`src/rtl/cordic_pkg.sv`:
```
// -----------------------------------------------------------------------------
// cordic_pkg
// Shared constants and types for the CORDIC sequencer:
//   - default fractional width, shift-value width and iteration count
//   - CORDIC gain compensation constant K (Q1.15)
//   - arctangent table atan(2^-k) in phase units (pi = 32768)
//   - FSM state type and the quadrant-fold threshold
// -----------------------------------------------------------------------------
package cordic_pkg;

   localparam int CORDIC_N_FRAC         = 15;
   localparam int CORDIC_BW_SHIFT_VALUE = 4;
   localparam int CORDIC_N_ITER         = 15;

   // 0.60725 in Q1.15; pre-scales x0 so the rotated vector ends at unit length.
   localparam logic signed [15:0] CORDIC_K = 16'sd19898;

   // Inputs beyond +/- pi/2 are folded by half a turn so the rotation
   // starts inside the CORDIC convergence range.
   localparam logic signed [15:0] FOLD_LIMIT = 16'sd16384;

   localparam int ATAN_LEN = 15;
   localparam logic signed [15:0] ATAN_TABLE [ATAN_LEN] = '{
      16'sd8192, 16'sd4836, 16'sd2555, 16'sd1297, 16'sd651,
      16'sd326,  16'sd163,  16'sd81,   16'sd41,   16'sd20,
      16'sd10,   16'sd5,    16'sd3,    16'sd1,    16'sd1
   };

   typedef enum logic [1:0] {
      ST_IDLE   = 2'd0,
      ST_ROTATE = 2'd1,
      ST_DONE   = 2'd2
   } state_t;

endpackage

```
`src/rtl/cordic_atan_rom.sv`:
```
// -----------------------------------------------------------------------------
// cordic_atan_rom
// Combinational lookup of the micro-rotation angle atan(2^-k).
// Ports:
//   k      in   shift value / iteration index
//   angle  out  atan(2^-k) in phase units (pi = 32768); 0 beyond the table
// -----------------------------------------------------------------------------
module cordic_atan_rom
   import cordic_pkg::*;
#(
   parameter int BW_SHIFT_VALUE = CORDIC_BW_SHIFT_VALUE
) (
   input  logic [BW_SHIFT_VALUE-1:0] k,
   output logic signed [15:0]        angle
);

   // One masked copy per table entry; exactly one is non-zero for a
   // valid index, so OR-ing them selects the entry.
   logic [15:0] masked [ATAN_LEN];

   genvar gi;
   generate
      for (gi = 0; gi < ATAN_LEN; gi++) begin : g_entry
         assign masked[gi] = (k == BW_SHIFT_VALUE'(gi)) ? ATAN_TABLE[gi] : 16'd0;
      end
   endgenerate

   always_comb begin
      logic [15:0] acc;
      acc = 16'd0;
      for (int i = 0; i < ATAN_LEN; i++) begin
         acc = acc | masked[i];
      end
      angle = signed'(acc);
   end

endmodule

```
`src/rtl/cordic_sequencer.sv`:
```
// -----------------------------------------------------------------------------
// cordic_sequencer
// Iterative CORDIC controller: accepts one phase, folds it into +/- pi/2,
// drives an external registered slice stage for N_ITER micro-rotations and
// returns cos/sin in Q1.15.
// Ports:
//   clk_i, rst_i                  clock, asynchronous active-high reset
//   angle_i, valid_i, ready_o     phase input handshake (-32768 = -pi)
//   slice_x/y/z_o                 operands to the slice stage
//   slice_angle_o, slice_shift_o  atan(2^-k) and k for the slice stage
//   slice_x/y/z_i                 slice results, one cycle after operands
//   cos_o, sin_o, valid_o         result (held) and one-cycle strobe
// -----------------------------------------------------------------------------
module cordic_sequencer
   import cordic_pkg::*;
#(
   parameter int N_FRAC         = CORDIC_N_FRAC,
   parameter int BW_SHIFT_VALUE = CORDIC_BW_SHIFT_VALUE,
   parameter int N_ITER         = CORDIC_N_ITER
) (
   input  logic                      clk_i,
   input  logic                      rst_i,
   input  logic signed [15:0]        angle_i,
   input  logic                      valid_i,
   output logic                      ready_o,
   output logic signed [N_FRAC:0]    slice_x_o,
   output logic signed [N_FRAC:0]    slice_y_o,
   output logic signed [15:0]        slice_z_o,
   output logic signed [15:0]        slice_angle_o,
   output logic [BW_SHIFT_VALUE-1:0] slice_shift_o,
   input  logic signed [N_FRAC:0]    slice_x_i,
   input  logic signed [N_FRAC:0]    slice_y_i,
   input  logic signed [15:0]        slice_z_i,
   output logic signed [N_FRAC:0]    cos_o,
   output logic signed [N_FRAC:0]    sin_o,
   output logic                      valid_o
);

   localparam int DW = N_FRAC + 1;
   localparam logic [BW_SHIFT_VALUE-1:0] K_LAST = BW_SHIFT_VALUE'(N_ITER - 1);
   localparam logic signed [DW-1:0] DATA_MIN = {1'b1, {(DW-1){1'b0}}};
   localparam logic signed [DW-1:0] DATA_MAX = {1'b0, {(DW-1){1'b1}}};

   state_t                    state_reg, state_next;
   logic [BW_SHIFT_VALUE-1:0] k_reg, k_next;
   logic signed [15:0]        z0_reg;
   logic                      neg_reg;
   logic signed [DW-1:0]      cos_reg, sin_reg;
   logic                      valid_reg;

   logic                      fold;
   logic                      accept;
   logic signed [15:0]        rom_angle;

   // Two's-complement negation with the single overflow case clipped.
   function automatic logic signed [DW-1:0] neg_sat(input logic signed [DW-1:0] v);
      if (v == DATA_MIN) begin
         return DATA_MAX;
      end
      return -v;
   endfunction

   // Flipping the MSB adds pi; the final result is negated to compensate.
   assign fold = (angle_i > FOLD_LIMIT) || (angle_i < -FOLD_LIMIT);

   cordic_atan_rom #(
      .BW_SHIFT_VALUE(BW_SHIFT_VALUE)
   ) u_atan_rom (
      .k     (k_reg),
      .angle (rom_angle)
   );

   // Next-state logic
   always_comb begin
      state_next = state_reg;
      k_next     = k_reg;
      ready_o    = 1'b0;
      accept     = 1'b0;
      unique case (state_reg)
         ST_IDLE: begin
            ready_o = 1'b1;
            if (valid_i) begin
               accept     = 1'b1;
               k_next     = '0;
               state_next = ST_ROTATE;
            end
         end
         ST_ROTATE: begin
            if (k_reg == K_LAST) begin
               k_next     = '0;
               state_next = ST_DONE;
            end else begin
               k_next = k_reg + BW_SHIFT_VALUE'(1);
            end
         end
         ST_DONE: begin
            state_next = ST_IDLE;
         end
         default: begin
            state_next = ST_IDLE;
            k_next     = '0;
         end
      endcase
   end

   // State, operand latch and result registers
   always_ff @(posedge clk_i or posedge rst_i) begin
      if (rst_i) begin
         state_reg <= ST_IDLE;
         k_reg     <= '0;
         z0_reg    <= '0;
         neg_reg   <= 1'b0;
         cos_reg   <= '0;
         sin_reg   <= '0;
         valid_reg <= 1'b0;
      end else begin
         state_reg <= state_next;
         k_reg     <= k_next;
         valid_reg <= (state_reg == ST_DONE);
         if (accept) begin
            z0_reg  <= fold ? (angle_i ^ 16'sh8000) : angle_i;
            neg_reg <= fold;
         end
         if (state_reg == ST_DONE) begin
            cos_reg <= neg_reg ? neg_sat(slice_x_i) : slice_x_i;
            sin_reg <= neg_reg ? neg_sat(slice_y_i) : slice_y_i;
         end
      end
   end

   // Operand mux: seed values on the first micro-rotation, then feed the
   // slice stage's registered results straight back.
   always_comb begin
      slice_x_o     = '0;
      slice_y_o     = '0;
      slice_z_o     = '0;
      slice_angle_o = '0;
      slice_shift_o = '0;
      if (state_reg == ST_ROTATE) begin
         slice_shift_o = k_reg;
         slice_angle_o = rom_angle;
         if (k_reg == '0) begin
            slice_x_o = CORDIC_K;
            slice_y_o = '0;
            slice_z_o = z0_reg;
         end else begin
            slice_x_o = slice_x_i;
            slice_y_o = slice_y_i;
            slice_z_o = slice_z_i;
         end
      end
   end

   assign cos_o   = cos_reg;
   assign sin_o   = sin_reg;
   assign valid_o = valid_reg;

endmodule
```
`config.mk`:
```
export PLATFORM = sky130hd
export DESIGN_NAME = cordic_sequencer
export DESIGN_NICKNAME = d
export VERILOG_FILES = /design/src/rtl/cordic_pkg.sv /design/src/rtl/cordic_atan_rom.sv /design/src/rtl/cordic_sequencer.sv
export SDC_FILE = /design/constraint.sdc
export NUM_CORES = 1
export LEC_CHECK = 0
export ABC_AREA = 1
export ABC_CLOCK_PERIOD_IN_PS = 5700
export BUFFER_PORTS_ARGS = -buffer_cell sky130_fd_sc_hd__buf_2
export CAP_MARGIN = 20
export CORE_MARGIN = 5
export CORE_UTILIZATION = 30
export DETAILED_ROUTE_END_ITERATION = 8
export GPL_TIMING_DRIVEN = 0
export SLEW_MARGIN = 40
export SYNTH_ARGS = -nofsm -noshare
export SYNTH_HDL_FRONTEND = slang
export SYNTH_SLANG_ARGS = --single-unit
```
`constraint.sdc`:
```
create_clock -name clk_i -period 5.7 [get_ports clk_i]
set_input_delay 1.425 -clock clk_i [delete_from_list [all_inputs] [get_ports clk_i]]
set_output_delay 1.425 -clock clk_i [all_outputs]
set_load 0.1 [all_outputs]
```
Word level (Yosys, flattened, before mapping)
Cells that the tools add are included.
- input port bits: 67
- register bits after elaboration: 56
- output and inout bits: 102
- word-level logic and storage cells: 96
- mux-type cells: 43
- equality and inequality tests: 20
- bitwise gates (word level): 16
- order comparisons: 2
- reductions and logical operators: 5
- add/sub/neg operators: 3
- operators with widths (cell ; number):
    $mux W16 ; 14
    $or A16 B16 Y16 ; 14
    $eq A16 B16 Y1 const B ; 2
    $neg A16 Y16 ; 2
    $eq A4 B4 Y1 const B ; 7
    $eq A4 B3 Y1 const B ; 4
    $gt A16 B16 Y1 const B ; 1
    $lt A16 B15 Y1 const B ; 1
    $mux W4 ; 4
    $mux W14 ; 1
    $mux W13 ; 1
    $mux W12 ; 1
    $pmux W4 S3 ; 1
    $mux W11 ; 1
    $mux W10 ; 1
    $mux W1 ; 9
    $mux W9 ; 1
    $eq A4 B2 Y1 const B ; 2
    $mux W8 ; 1
    $mux W7 ; 1
    $mux W2 ; 3
    $mux W6 ; 1
    $mux W5 ; 1
    $add A4 B1 Y4 const B ; 1
    other kinds (11) ; 14

Depth between registers and ports, before layout
- depth in word-level cells: 17
- mapped depth: 11
- mapped depth without buffers: 11

Hierarchy
Synthesis repeated with hierarchy kept, for this count alone.
- cell total of the unflattened synthesis: 629
- area total of the unflattened synthesis: 4202.8 um^2
- modules (own cells, without submodules) (module ; cells an instance ; times used ; sequential area each (um^2) ; area each (um^2)):
    cordic_sequencer ; 578 ; 1 ; 1401.3 ; 3975.1
    cordic_atan_rom ; 51 ; 1 ; 0.0 ; 227.7

Least setup slack after synthesis
OpenSTA, ideal clock, no wires.
- kind: reg-to-output
- start point: register k_reg[0]
- end point: output port slice_angle_o[3]
- required time: 4275 ps
- stages on the path, launching flop included: 5
- setup slack: 494 ps
- buffers on the path: 0
- arrival time: 3781 ps
- cell sequence: dfrtp_1 inv_1 nand2_1 nor3_1 o21bai_1
- longest elaborated chain between the ends: 16
- elaborated cells on any way between the ends: 22
- those cells by class: eq/ne (4); mux (5); bitwise (13)
- RTL lines (element ; RTL line ; text):
    start: declaration ; cordic_sequencer.sv:45 ; logic [BW_SHIFT_VALUE-1:0] k_reg, k_next;
    start signal: assignment ; cordic_sequencer.sv:118 ; k_reg <= k_next;
    $eq A4 B2 Y1 ; cordic_atan_rom.sv:24 ; assign masked[gi] = (k == BW_SHIFT_VALUE'(gi)) ? ATAN_TABLE[gi] : 16'd0;
    $mux W12 ; cordic_atan_rom.sv:24 ;
    $or A16 B16 Y16 (8 in series) ; cordic_atan_rom.sv:32 ; acc = acc | masked[i];
    $or A16 B16 Y16 (*) (5 in series) ; cordic_atan_rom.sv:32 ;
    $mux W16 (*) ; cordic_sequencer.sv:139 ; if (state_reg == ST_ROTATE) begin
    end: declaration ; cordic_sequencer.sv:29 ; output logic signed [15:0] slice_angle_o,
Every way passes the cells marked *; elsewhere a longest branch is shown, timed or not.

Final worst setup path
- start point: input port slice_y_i[15]
- end point: output port slice_y_o[15]
- longest elaborated chain between the ends: 2
- RTL lines (element ; RTL line ; text):
    start: declaration ; cordic_sequencer.sv:32 ; input logic signed [N_FRAC:0] slice_y_i,
    $mux W16 ; cordic_sequencer.sv:142 ; if (k_reg == '0) begin
    $mux W16 ; cordic_sequencer.sv:139 ;
    end: declaration ; cordic_sequencer.sv:27 ; output logic signed [N_FRAC:0] slice_y_o,
Every way passes these cells.

==> out/results.txt <==
Worst Max-Slew Pin Slew -> 0.5705 ns
Netlist cell types -> 34
setup tns final -> 0 ns
Detail Route Antenna Nets -> 0
worst r2r src -> neg_reg
Worst-path clk slew -> 0.07 ns
Avg Synthesized Cell Area -> 6.481 um^2
vias per cell -> 4.518
reg2reg end -> sin_o[1]
post-route cell area -> 0.005094 mm^2
Most used DFF post-synth -> dfrtp_1
Cells after DPL -> 934
Fmax -> 262.7 MHz
worst skew pair latency -> 0.30 ns
hold_sp -> sin_o[15]
Worst Skew -> 0.008709 ns
Top Family by Delay on Critical Path -> buffers and inverters
CTS tree -> yes
Slew headroom -> 0.6197
GRT Residual Overflow -> 0
pin count of the biggest net entering global routing -> 38
post-synthesis register bit count -> 56
Area Growth Syn to Fin -> 32.30%
Root Buffer Master -> clkbuf_16
unrepaired setup endpoints after global routing -> false
Worst R2R Setup Slack -> 4.24 ns
FP Rows -> 41
sequential cell area -> 0.001401 mm^2
initial DRC count -> 215
Nets -> 838
DRC violations left -> 0
count leader, synth -> nand2_1
Area after DPL -> 0.004922 mm^2
Die Footprint -> 0.01520 mm^2
number of buffers created by CTS -> 5
Tmin final -> 3.807 ns
worst hold path type -> flop to flop
yosys warns -> 0
slowest library cell on the worst path -> buf_2
CP endpoint kind -> output port
CP required -> 4.28 ns
WL per Instance -> 14.14 um
GRT Total Usage -> 0.1751
first-pass GRT wire length -> 20900 um
multi-input logic area -> 0.002017 mm^2
Synth async-reset ratio -> 1.000
CTS Sinks -> 56
# fillers -> 1439
most common library cells after synthesis -> nand2_1, nor2_1, inv_1
total number of vias -> 4256
input/output buffers -> 166
# hold bufs at CTS -> 0
Worst Path Class, Setup -> input port to output port
crit path DAT -> 2.38 ns
initial antenna violation count -> 0
Max-Cap Viols -> 0
post-cts gate resize count -> 0
Worst path max stage delay -> 0.49 ns
setup violators final -> 0
setup bufs post-CTS -> 0
CP startpoint kind -> input port
status -> finished clean
Netlist Area Pre-Place -> 0.003850 mm^2
critical path, cell by cell -> buf_2 > inv_1 > nor3_1 > buf_2
number of global-route vias before repair -> 4055
Fin. Hold Viols -> 0
Worst Path Buf+Inv -> 3
Worst Hold Depth -> 2
Core Region -> 0.01262 mm^2
placed wire-length estimate -> 10730 um
worst r2r path cells -> 5
I/O pin count -> 169
CP most frequent cell -> buf_2
Seq/Total Area, Yosys -> 0.3640
fin cells -> 942
Max Buffers Root-to-Sink -> 2
final worst path period share -> 0.6679
Starting Density -> 0.3051
WL final -> 13320 um
cell count after synthesis -> 594
fin util -> 0.4036
CTS H-tree depth -> 2
Die Wd -> 123.3 um
top-area cell type share of the netlist area -> 0.3640
Die Ht -> 123.3 um
TritonRoute pass-1 iters -> 5
worst hold endpoint -> sin_o[15]
Final Wtd Congestion -> 0.8412
EDFF count, synth -> 0
area leader, netlist -> dfrtp_1
share of cells above drive strength 1 -> 0.2883
largest cells by area after synthesis -> dfrtp_1, nand2_1, nor2_1
worst-path fanout max -> 3
max-slew violations -> 0
Antenna Cells -> 0
## final cells by class
| cell class | instances | share of cell area |
|---|---|---|
| clock buffers | 5 | 0.02456 |
| repair buffers | 167 | 0.1670 |
| multi-input cells | 441 | 0.3960 |
| plain buffers | 28 | 0.03341 |
| inverters | 70 | 0.05257 |
| flip-flops and latches | 56 | 0.2751 |
| clock inverters | 3 | 0.009089 |
| well taps | 172 | 0.04225 |
## layer usage
metal	routed length, um	track usage	part of all wire	vias to the layer above
met2	6037	0.2847	0.45	142
met3	909	0.03156	0.068	14
met5	0	0	0	-
li1	-	-	-	2205
met1	6163	0.2433	0.46	1895
met4	206	0.03875	0.015	0
## worst register-to-register path: cells and delay by family, from the launching register on
kind | cells | cell delay (ns)
buffers and inverters | 3 | 0.66
AOI/OAI and AO/OA | 2 | 0.35
DFF | 1 | 0.34
## cells by family after synthesis
kind of cell	count (synthesis)	synth area share
AND/OR/NAND/NOR	356	0.3874
adder cells (fa/ha/maj)	2	0.006499
AO/OA/AOI/OAI	67	0.09620
flip-flops	56	0.3640
buffers and inverters	98	0.1131
other	1	0.0009740
XOR/XNOR	14	0.03185
## per-stage QoR
stage               setup WS (ns)  hold slack [ns]
finish                      1.893           0.4841
floorplan                  0.4937           0.4495
detailed placement          1.876           0.4661
global placement            1.859           0.4594
CTS                         1.869           0.4881
global route                1.842           0.5028
## worst max path at each step
stage	slack [ns]	cells past startpoint	endpoint	startpoint
6_report	1.89	4	slice_y_o[15]	slice_y_i[15]
2_1_floorplan	0.49	4	slice_angle_o[3]	k_reg[0]
4_1_cts	1.87	4	slice_y_o[15]	slice_y_i[15]
5_1_grt	1.84	4	slice_y_o[15]	slice_y_i[15]
3_5_place_dp	1.88	4	slice_y_o[15]	slice_y_i[15]
3_3_place_gp	1.86	4	slice_y_o[15]	slice_y_i[15]
## cell usage in the layout, fill, tap and decap left out, types with 5 or more instances in the layout
| cell | count |
|---|---|
| buf_2 | 176 |
| nand2_1 | 140 |
| nor2_1 | 135 |
| inv_1 | 63 |
| dfrtp_1 | 56 |
| nand3_1 | 31 |
| o21ai_0 | 29 |
| nor3_1 | 29 |
| a21oi_1 | 20 |
| xor2_1 | 13 |
| o22ai_1 | 9 |
| buf_4 | 6 |
| inv_2 | 5 |
| clkbuf_16 | 5 |
Power is left out: the tool's default activity adds up to more than one toggle a clock period on the data nets, which glitch-free logic cannot reach.
